[config.mk]
export PLATFORM = sky130hd
export DESIGN_NAME = spi_master_clkgen
export DESIGN_NICKNAME = d
export VERILOG_FILES = /design/src/rtl/spi_master_pkg.sv /design/src/rtl/spi_master_clkgen.sv
export SDC_FILE = /design/constraint.sdc
export NUM_CORES = 1
export LEC_CHECK = 0
export ABC_AREA = 1
export ABC_CLOCK_PERIOD_IN_PS = 3000
export BUFFER_PORTS_ARGS = -buffer_cell sky130_fd_sc_hd__buf_2
export CORE_ASPECT_RATIO = 1.25
export CORE_MARGIN = 5
export CORE_UTILIZATION = 35
export DETAILED_ROUTE_END_ITERATION = 12
export PLACE_DENSITY_LB_ADDON = 0.25
export SETUP_SLACK_MARGIN = 0.05
export SYNTH_ARGS = -nofsm -noshare
export SYNTH_HDL_FRONTEND = slang
export SYNTH_SLANG_ARGS = --single-unit
[constraint.sdc]
create_clock -name clk -period 3 [get_ports clk]
set_clock_uncertainty 0.05 [all_clocks]
set_input_delay 0.3 -clock clk [delete_from_list [all_inputs] [get_ports clk]]
set_output_delay 0.3 -clock clk [all_outputs]
set_load 0.01 [all_outputs]
[src/rtl/spi_master_pkg.sv]
// Shared types and constants for the SPI master clock generator.
package spi_master_pkg;

    // Clock generator state: idle (clock parked low), running, or draining to a low park.
    typedef enum logic [1:0] {
        CG_IDLE  = 2'd0,
        CG_RUN   = 2'd1,
        CG_DRAIN = 2'd2
    } clkgen_state_t;

    // Default divider width: half SPI period is clk_div+1 system clocks.
    localparam int unsigned SPI_CLKDIV_W = 8;

endpackage

[src/rtl/spi_master_clkgen.sv]
// SPI serial clock generator with edge strobes, safe low-level stop and deferred divider update.
module spi_master_clkgen
    import spi_master_pkg::*;
#(
    parameter int unsigned DIV_WIDTH = SPI_CLKDIV_W
) (
    input  logic                 clk,
    input  logic                 rstn,
    input  logic                 en,
    input  logic [DIV_WIDTH-1:0] clk_div,
    input  logic                 clk_div_valid,
    output logic                 spi_clk,
    output logic                 spi_rise,
    output logic                 spi_fall,
    output logic                 running
);

    clkgen_state_t        state_q, state_d;
    logic [DIV_WIDTH-1:0] cnt_q, cnt_d;
    logic [DIV_WIDTH-1:0] div_reg_q, div_reg_d;
    logic [DIV_WIDTH-1:0] div_shadow_q, div_shadow_d;
    logic                 div_pending_q, div_pending_d;
    logic                 spi_clk_q, spi_clk_d;

    logic toggle;
    logic enter_idle;

    // Half-period boundary: only meaningful while the clock is active.
    always_comb begin
        toggle = (state_q != CG_IDLE) && (cnt_q == div_reg_q);
    end

    // Next-state logic for the FSM, half-period counter, clock level and divider registers.
    always_comb begin
        state_d       = state_q;
        cnt_d         = cnt_q;
        spi_clk_d     = spi_clk_q;
        div_reg_d     = div_reg_q;
        div_shadow_d  = div_shadow_q;
        div_pending_d = div_pending_q;

        unique case (state_q)
            CG_IDLE: begin
                cnt_d     = '0;
                spi_clk_d = 1'b0;
                if (en) begin
                    state_d = CG_RUN;
                end
            end
            CG_RUN, CG_DRAIN: begin
                if (toggle) begin
                    cnt_d     = '0;
                    spi_clk_d = ~spi_clk_q;
                end else begin
                    cnt_d = cnt_q + DIV_WIDTH'(1);
                end

                if (en) begin
                    // Re-enable during drain resumes without touching the counter.
                    state_d = CG_RUN;
                end else if (!spi_clk_q && !toggle) begin
                    // Parked low with nothing due: stop immediately.
                    state_d = CG_IDLE;
                    cnt_d   = '0;
                end else if (toggle && spi_clk_q) begin
                    // The falling edge completes the high phase; clock ends low.
                    state_d = CG_IDLE;
                end else begin
                    // High phase in progress or a rise is due: finish it before stopping.
                    state_d = CG_DRAIN;
                end
            end
            default: begin
                state_d   = CG_IDLE;
                cnt_d     = '0;
                spi_clk_d = 1'b0;
            end
        endcase

        enter_idle = (state_q != CG_IDLE) && (state_d == CG_IDLE);

        if (state_q == CG_IDLE) begin
            if (clk_div_valid) begin
                div_reg_d = clk_div;
            end
        end else if (enter_idle) begin
            // A strobe arriving on the idle-entry cycle beats any older pending value.
            if (clk_div_valid) begin
                div_reg_d = clk_div;
            end else if (div_pending_q) begin
                div_reg_d = div_shadow_q;
            end
            div_pending_d = 1'b0;
        end else if (clk_div_valid) begin
            div_shadow_d  = clk_div;
            div_pending_d = 1'b1;
        end
    end

    // State and datapath registers; reset parks the clock low at once.
    always_ff @(posedge clk or negedge rstn) begin
        if (!rstn) begin
            state_q       <= CG_IDLE;
            cnt_q         <= '0;
            spi_clk_q     <= 1'b0;
            div_reg_q     <= '0;
            div_shadow_q  <= '0;
            div_pending_q <= 1'b0;
        end else begin
            state_q       <= state_d;
            cnt_q         <= cnt_d;
            spi_clk_q     <= spi_clk_d;
            div_reg_q     <= div_reg_d;
            div_shadow_q  <= div_shadow_d;
            div_pending_q <= div_pending_d;
        end
    end

    // Outputs: strobes mark the cycle whose closing edge moves spi_clk.
    always_comb begin
        spi_clk  = spi_clk_q;
        spi_rise = toggle & ~spi_clk_q;
        spi_fall = toggle & spi_clk_q;
        running  = (state_q != CG_IDLE);
    end

endmodule

==> results of run 1 <==
-- synthesized netlist by cell type --
cell      number
a21oi_1       11
buf_2          1
buf_6          2
dfrtp_1       28
ha_1           6
inv_1         35
inv_2          1
nand2_1       42
nand2_2        5
nand2_4        1
nand3_1        6
nand4_1        1
nor2_1        26
nor3_1         1
o21ai_0        7
o21ai_1        2
o21ai_2       10
o21bai_1       1
o22ai_1        1
xnor2_1        1
xor2_1         6
-- worst paths after layout --
kind | start | to | slack, ns | cells past startpoint
min reg2reg | div_shadow_q[1]$_DFFE_PN0P_ | div_shadow_q[1]$_DFFE_PN0P_ | 0.44 | 2
max | state_q[0]$_DFF_PN0_ | div_shadow_q[2]$_DFFE_PN0P_ | 0.60 | 14
max in group asynchronous | rstn | div_shadow_q[1]$_DFFE_PN0P_ | 1.98 | 2
max reg2reg | state_q[0]$_DFF_PN0_ | div_shadow_q[2]$_DFFE_PN0P_ | 0.60 | 14
min | clk_div[7] | div_shadow_q[7]$_DFFE_PN0P_ | 0.23 | 3
min in group asynchronous | rstn | state_q[0]$_DFF_PN0_ | 0.52 | 2
-- power groups by stage --
stage	clock network [uW]	logic, uW	registers (uW)
after floorplan	0	493	579
after global placement	0	576	600
after detailed placement	0	584	603
after CTS	310	587	596
after global routing	323	677	615
final	300	573	595
-- repair_timing --
action | CTS | global route
endpoints found under the setup margin | 0 | 0
resized for setup | 0 | 0
endpoints found under the hold margin | 4 | 0
hold buffers | 1 | 0
-- flip-flops by register name (all words and copies together), names as in the netlist --
signal / flops
cnt_q: 8
div_reg_q: 8
div_shadow_q: 8
state_q: 2
div_pending_q: 1
spi_clk: 1
-- layout make-up --
class / count / share of cell area
clock inverters: 1 / 0.01717
clock buffers: 3 / 0.02361
repair buffers: 17 / 0.05293
well taps: 58 / 0.04149
flip-flops and latches: 28 / 0.4006
inverters: 36 / 0.07725
multi-input cells: 127 / 0.3870
-- per-stage QoR --
step           hold WS (ns)  setup slack [ns]
2_1_floorplan      -0.04559            0.8757
3_3_place_gp         0.3173            0.6902
3_5_place_dp         0.3103            0.6161
4_1_cts              0.2203            0.5997
5_1_grt              0.2227            0.3655
6_report             0.2256            0.6046
-- cell families (layout without fill, tap and decap cells) --
| group | count (synthesis) | in the layout |
|---|---|---|
| flops | 28 | 28 |
| xor+xnor | 7 | 7 |
| compound gates | 32 | 32 |
| fa+ha+maj | 6 | 6 |
| buf+inv | 39 | 57 |
| simple gates | 82 | 82 |
-- worst register-to-register path, stage by stage, from the launching register on --
cell and delay (ns):
dfrtp_1 0.36, inv_1 0.06, ha_1 0.25, a21oi_1 0.17, nand2_1 0.07, nor2_1 0.08
nand3_1 0.14, ha_1 0.31, nand2_1 0.05, o21ai_1 0.07, nand2_1 0.10, nand2_2 0.11
nand2_2 0.23, nand2_1 0.17, o21ai_2 0.06
-- per-layer routing --
metal | track usage | part of all wire
met5 | 0 | 0
met4 | 0.04796 | 0.021
met3 | 0.01557 | 0.022
met2 | 0.1753 | 0.48
met1 | 0.1344 | 0.47
==> reports/results.ini, run 1 <==
[status]
status=completed

[cts]
cts.sinks=28
postCtsSetupBuffers=0
cts.path.max_buffers=2
cts_tree=yes
cts.clk_slew.worst_paths_ns=0.10
cts_buffers=3
clock-root-buffer=clkbuf_8
clkLatencyLatePin_ns=0.28
htreeDepth=1

[yosys]
synth_xor_area_frac=0.03981
netlist_instances=194
synth-warning-count=0
seq_area_frac_synth=0.4549
synthMuxAreaShare=0
synth_top_family_by_area=simple AND/OR/NAND/NOR gates
synth_compound_area_frac=0.1308
synth_nets=212
synthTopCellsByArea=dfrtp_1 45%, nand2_1 10%, inv_1 8.5%
synth_area_per_cell_um2=7.939
ys_ff_latch=28
yosysTopAreaCellShare=0.4549
synth_simple_gate_area_frac=0.2201
synth_area_um2=1540
synthAdderAreaFrac=0.04874
yosys.cell_types.count=21
synth.largest_area_cell=dfrtp_1

[grt]
grt_pass1_wl_um=5037
grt_pass1_vias=1172
grt_max_degree=29
grt_use_total=0.1053
grt_overflow_total=0
grt_antenna_before_repair=0

[layout]
instances_no_fill=270
final_common_cell=nand2_1
n_antenna_cell=0
final_util=0.4045
multi_input_area_um2=676.9
fillCellCount=466
layout-drive-gt1-share=0.1745
final_cell_mix=42 x nand2_1, 35 x inv_1, 28 x dfrtp_1
seq_area_um2=700.7
syn_to_final_growth_pct=13.57
fin_area_um2=1749
final_nets=231

[sta]
finalMaxSlewViolations=0
rsz0062_at_grt=false
min_period_ns=2.395
tightest_slew_ns=0.6316
finalHoldViolCount=0
clock.fmax_mhz=417.5
finalCritPeriodShare=0.7985
maxSlewHeadroom=0.5789
setup_viol=0
tns_ns=0

[power_and_ir_drop]
pwr-share-comb=0.390
p_leak_uw=0.0009222
p_clk_frac=0.205
p_sw_uw=570.1
p_int_uw=898.5
ir_drop_mv=0.4373
p_seq_frac=0.405
pwr_density_cell_nw_per_um2=839.6
total_power_uw=1469
sw_frac_of_total=0.3882

[routing]
via_per_inst=4.300
ant_nets=0
via_count=1161
drc=0
routed_wl_um=2773
firstDrtPassIters=4
post_drt_wl_per_cell_um=10.27
drt-initial-drc-count=24

[critical_path]
crit_top_cell=nand2_1
cp-end-kind=flip-flop
cp_slowest_stage_delay_ns=0.36
cp_num_buf_inv=1
setup.worst_path.start_class=flip-flop
critical_path.cell_chain=inv_1 -> ha_1 -> a21oi_1 -> nand2_1 -> nor2_1 -> nand3_1 -> ha_1 -> nand2_1 -> o21ai_1 -> nand2_1 -> nand2_2 -> nand2_2 -> nand2_1 -> o21ai_2
crit_family=simple AND/OR/NAND/NOR gates
worstPathRequired_ns=3.12
critical_path_class=flip-flop to flip-flop
crit_path_max_fanout=16
worst_ep_arrival_time_ns=2.51
cp_slowest_cell=dfrtp_1

[floorplan]
die_h_um=84.17
die_area_um2=5836
num_io_pins=16
chipWidth_um=69.34
rows=27
placeableCoreArea_um2=4324
start_util=0.3562

[min_path]
hp-class=input port to flip-flop

[placement]
hpwl_um=2080
placed_area_um2=1668
dp_cells=265
numPortBuffers=15
gp_congestion=0.7608

[job]
maxCapViolations=0

No activity file was read; power rests on OpenSTA's default activity.
==> inputs of run 2 (changes only) <==
--- a/config.mk
+++ b/config.mk
@@ -5,8 +5,8 @@
 export SDC_FILE = /design/constraint.sdc
 export NUM_CORES = 1
 export LEC_CHECK = 0
-export ABC_AREA = 1
-export ABC_CLOCK_PERIOD_IN_PS = 3000
+export ABC_AREA = 0
+export ABC_CLOCK_PERIOD_IN_PS = 2000
 export BUFFER_PORTS_ARGS = -buffer_cell sky130_fd_sc_hd__buf_2
 export CORE_ASPECT_RATIO = 1.25
 export CORE_MARGIN = 5
==> constraint.sdc (replaced) <==
create_clock -name clk -period 2 [get_ports clk]
set_clock_uncertainty 0.05 [all_clocks]
set_input_delay 0.2 -clock clk [delete_from_list [all_inputs] [get_ports clk]]
set_output_delay 0.2 -clock clk [all_outputs]
set_load 0.01 [all_outputs]
==> run 2 against run 1 <==
  * The run now ends with negative setup slack left
  * Clock-buffer cell count did not move
  * Sequential cell count unchanged
  * Largest power group is now combinational logic
  * Critical endpoint is now div_shadow_q[6]$_DFFE_PN0P_
  * Die area fell by 3.9%
==> reports/results.ini, run 2 <==
[placement]
numPortBuffers=15  ; unchanged
gp_congestion=0.6773  ; was 0.7608
hpwl_um=2077  ; was 2080 um
dp_cells=214  ; was 265
placed_area_um2=1752  ; was 1668 um^2

[critical_path]
worstPathRequired_ns=2.12  ; was 3.12 ns
crit_path_max_fanout=8  ; was 16
setup.worst_path.start_class=flip-flop  ; unchanged
crit_start=div_reg_q[1]$_DFFE_PN0P_  ; was state_q[0]$_DFF_PN0_
r2r_slack_ns=-0.46  ; was 0.60 ns
worst_ep_arrival_time_ns=2.57  ; was 2.51 ns
r2r-end=div_shadow_q[6]$_DFFE_PN0P_  ; was div_shadow_q[2]$_DFFE_PN0P_
cp-end-kind=flip-flop  ; unchanged
r2r_cells=10  ; was 14
rr_startpoint=div_reg_q[1]$_DFFE_PN0P_  ; was state_q[0]$_DFF_PN0_
crit_path_end=div_shadow_q[6]$_DFFE_PN0P_  ; was div_shadow_q[2]$_DFFE_PN0P_
critical_path_class=flip-flop to flip-flop  ; unchanged

[sta]
clock.fmax_mhz=407.1  ; was 417.5 MHz
finalHoldViolCount=0  ; unchanged
finalCritPeriodShare=1.228  ; was 0.7985
tns_ns=-6.905  ; was 0 ns
maxSlewHeadroom=0.5928  ; was 0.5789
min_period_ns=2.456  ; was 2.395 ns
fin_ws_ns=-0.4564  ; was 0.6046 ns
rsz0062_at_grt=true  ; was false
setup_viol=19  ; was 0
finalMaxSlewViolations=0  ; unchanged
tightest_slew_ns=0.6107  ; was 0.6316 ns

[layout]
final_common_cell=dfrtp_1  ; was nand2_1
layout-drive-gt1-share=0.4327  ; was 0.1745
top_regs=cnt_q: 8 flops, div_reg_q: 8 flops, div_shadow_q: 8 flops  ; unchanged
n_antenna_cell=0  ; unchanged
final_nets=190  ; was 231
fin_area_um2=2017  ; was 1749 um^2
syn_to_final_growth_pct=37.07  ; was 13.57%
final_util=0.4960  ; was 0.4045
instances_no_fill=227  ; was 270
final_cell_mix=28 x dfrtp_1, 20 x buf_4, 13 x xor2_1, 13 x buf_2, 10 x nand2_1  ; was 42 x nand2_1, 35 x inv_1, 28 x dfrtp_1

[grt]
grt_pass1_wl_um=4664  ; was 5037 um
grt_use_total=0.1100  ; was 0.1053
grt_max_degree=29  ; unchanged
grt_overflow_total=0  ; unchanged
grt_antenna_before_repair=0  ; unchanged
grt_pass1_vias=1102  ; was 1172

[status]
violations=negative setup slack
status=finished, violations left  ; was completed

[cts]
cts.clk_slew.worst_paths_ns=0.10  ; about the same
cts.path.max_buffers=2  ; unchanged
clkLatencyLatePin_ns=0.28  ; about the same
cts_tree=yes  ; unchanged
cts.sinks=28  ; unchanged
htreeDepth=1  ; unchanged
clock-root-buffer=clkbuf_8  ; unchanged
cts_buffers=3  ; unchanged

[job]
maxCapViolations=0  ; unchanged

[floorplan]
chipWidth_um=68.00  ; was 69.34 um
placeableCoreArea_um2=4066  ; was 4324 um^2
num_io_pins=16  ; unchanged
start_util=0.3618  ; was 0.3562
rows=26  ; was 27
die_h_um=82.49  ; was 84.17 um
die_area_um2=5609  ; was 5836 um^2

[yosys]
synth_nets=147  ; was 212
synthTopCellsByArea=dfrtp_1 48%, mux2_4 8.2%, xor2_1 7.7%  ; was dfrtp_1 45%, nand2_1 10%, inv_1 8.5%
async_flop_share=1.000  ; unchanged
yosys.cell_types.count=27  ; was 21
netlist_instances=129  ; was 194
synth_area_um2=1471  ; was 1540 um^2
synth-warning-count=0  ; unchanged
ys_ff_latch=28  ; unchanged
ys.flop_type=dfrtp_1  ; unchanged
seq_area_frac_synth=0.4762  ; was 0.4549
yosysMostFrequentCell=dfrtp_1  ; was nand2_1
synthTopCellsByCount=28 x dfrtp_1, 13 x xor2_1, 11 x nand2_1, 11 x nor2_1  ; was 42 x nand2_1, 35 x inv_1, 28 x dfrtp_1, 26 x nor2_1, 11 x a21oi_1
synth.largest_area_cell=dfrtp_1  ; unchanged
yosysTopAreaCellShare=0.4762  ; was 0.4549
synth_edf_count=0  ; unchanged
synth_area_per_cell_um2=11.41  ; was 7.939 um^2

[routing]
post_drt_wl_per_cell_um=12.14  ; was 10.27 um
routed_wl_um=2756  ; was 2773 um
wl_met3_um=67  ; was 62 um
drc=0  ; unchanged
top_layer_used=met4  ; unchanged
ant_nets=0  ; unchanged
wl_met2_um=1492  ; was 1338 um
wl_met1_um=1163  ; was 1315 um
firstDrtPassIters=4  ; unchanged
drt-initial-drc-count=15  ; was 24
via_count=1033  ; was 1161
via_per_inst=4.551  ; was 4.300

[min_path]
hp-class=input port to flip-flop  ; unchanged

[power_and_ir_drop]
pwr_density_cell_nw_per_um2=1281  ; was 839.6 nW/um^2
ir_drop_mv=0.6194  ; was 0.4373 mV
p_leak_uw=0.0009705  ; was 0.0009222 uW

==> run 2: cell count changes in the layout (fill, tap and decap cells not counted), moves of 4 or more <==
cell	previous run	this run
mux2i_1	0	9
nor2_1	26	3
nand2_2	5	1
nor2_2	0	8
o21ai_1	2	8
a21oi_1	11	1
xor2_1	6	13
o21ai_2	10	2
nand2_1	42	10
inv_1	35	6
o21ai_0	7	0
mux2_4	0	8
buf_4	1	20
==> run 2: worst min path at each step <==
stage / start / to / slack, ns / depth (start not counted)
global placement: rstn / div_shadow_q[5]$_DFFE_PN0P_ / 0.19 / 1
floorplan: rstn / cnt_q[0]$_DFF_PN0_ / -0.15 / 0
finish: clk_div[1] / div_shadow_q[1]$_DFFE_PN0P_ / 0.11 / 2
CTS: clk_div[1] / div_shadow_q[1]$_DFFE_PN0P_ / 0.10 / 2
detailed placement: rstn / div_shadow_q[5]$_DFFE_PN0P_ / 0.21 / 1
global route: clk_div[1] / div_shadow_q[1]$_DFFE_PN0P_ / 0.1 / 2
==> run 2: worst max-delay path, stage by stage (launching register included) <==
cell,delay (ns)
dfrtp_1,0.40
xor2_1,0.18
nor4_2,0.32
and3_1,0.24
inv_2,0.05
ha_4,0.27
a22oi_4,0.04
nor3_2,0.16
o21a_1,0.19
buf_12,0.15
mux2_4,0.30
==> run 2: cell type report <==
cell class	count	area (um^2)
flip-flops and latches	28	700.7
clock buffers	3	41.29
well taps	56	70.07
inverters	8	30.03
repair buffers	41	346.6
fillers	371	2049
multi-input cells	90	798.3
clock inverters	1	30.03
==> run 2: cells by family after synthesis <==
kind of cell / after synthesis / share of synthesized area
AND/OR/NAND/NOR: 37 / 0.1173
multiplexers: 17 / 0.1429
XOR/XNOR: 14 / 0.08333
adder cells (fa/ha/maj): 6 / 0.05102
flip-flops: 28 / 0.4762
AO/OA/AOI/OAI: 16 / 0.08843
buffers and inverters: 11 / 0.04082
==> run 2: report_power, final <==
part	internal (uW)	switching [uW]
Clock	268	183
Combinational	689	548
Sequential	770	125
Total	1730	856
==> run 2: through the flow <==
step / total power, uW / setup WS (ns) / hold WS, ns
2_1_floorplan: 1596 / -0.4076 / -0.1456
3_3_place_gp: 1856 / -0.4305 / 0.1915
3_5_place_dp: 1897 / -0.4774 / 0.2089
4_1_cts: 2539 / -0.4373 / 0.1031
5_1_grt: 2756 / -0.6187 / 0.09872
6_report: 2583 / -0.4564 / 0.1073
==> run 2: per-layer routing <==
metal  up-vias  track usage
met5         -            0
met1       502       0.1163
met2        11       0.2131
met3         4      0.01624
li1        516            -
met4         0      0.04175
==> run 2: repair_timing <==
item,CTS,global route
endpoints found under the hold margin,28,0
setup endpoints to repair,27,28
resized for setup,14,11
hold buffers,1,0
buffers inserted,5,4
pin swaps,5,10
cloned,1,0
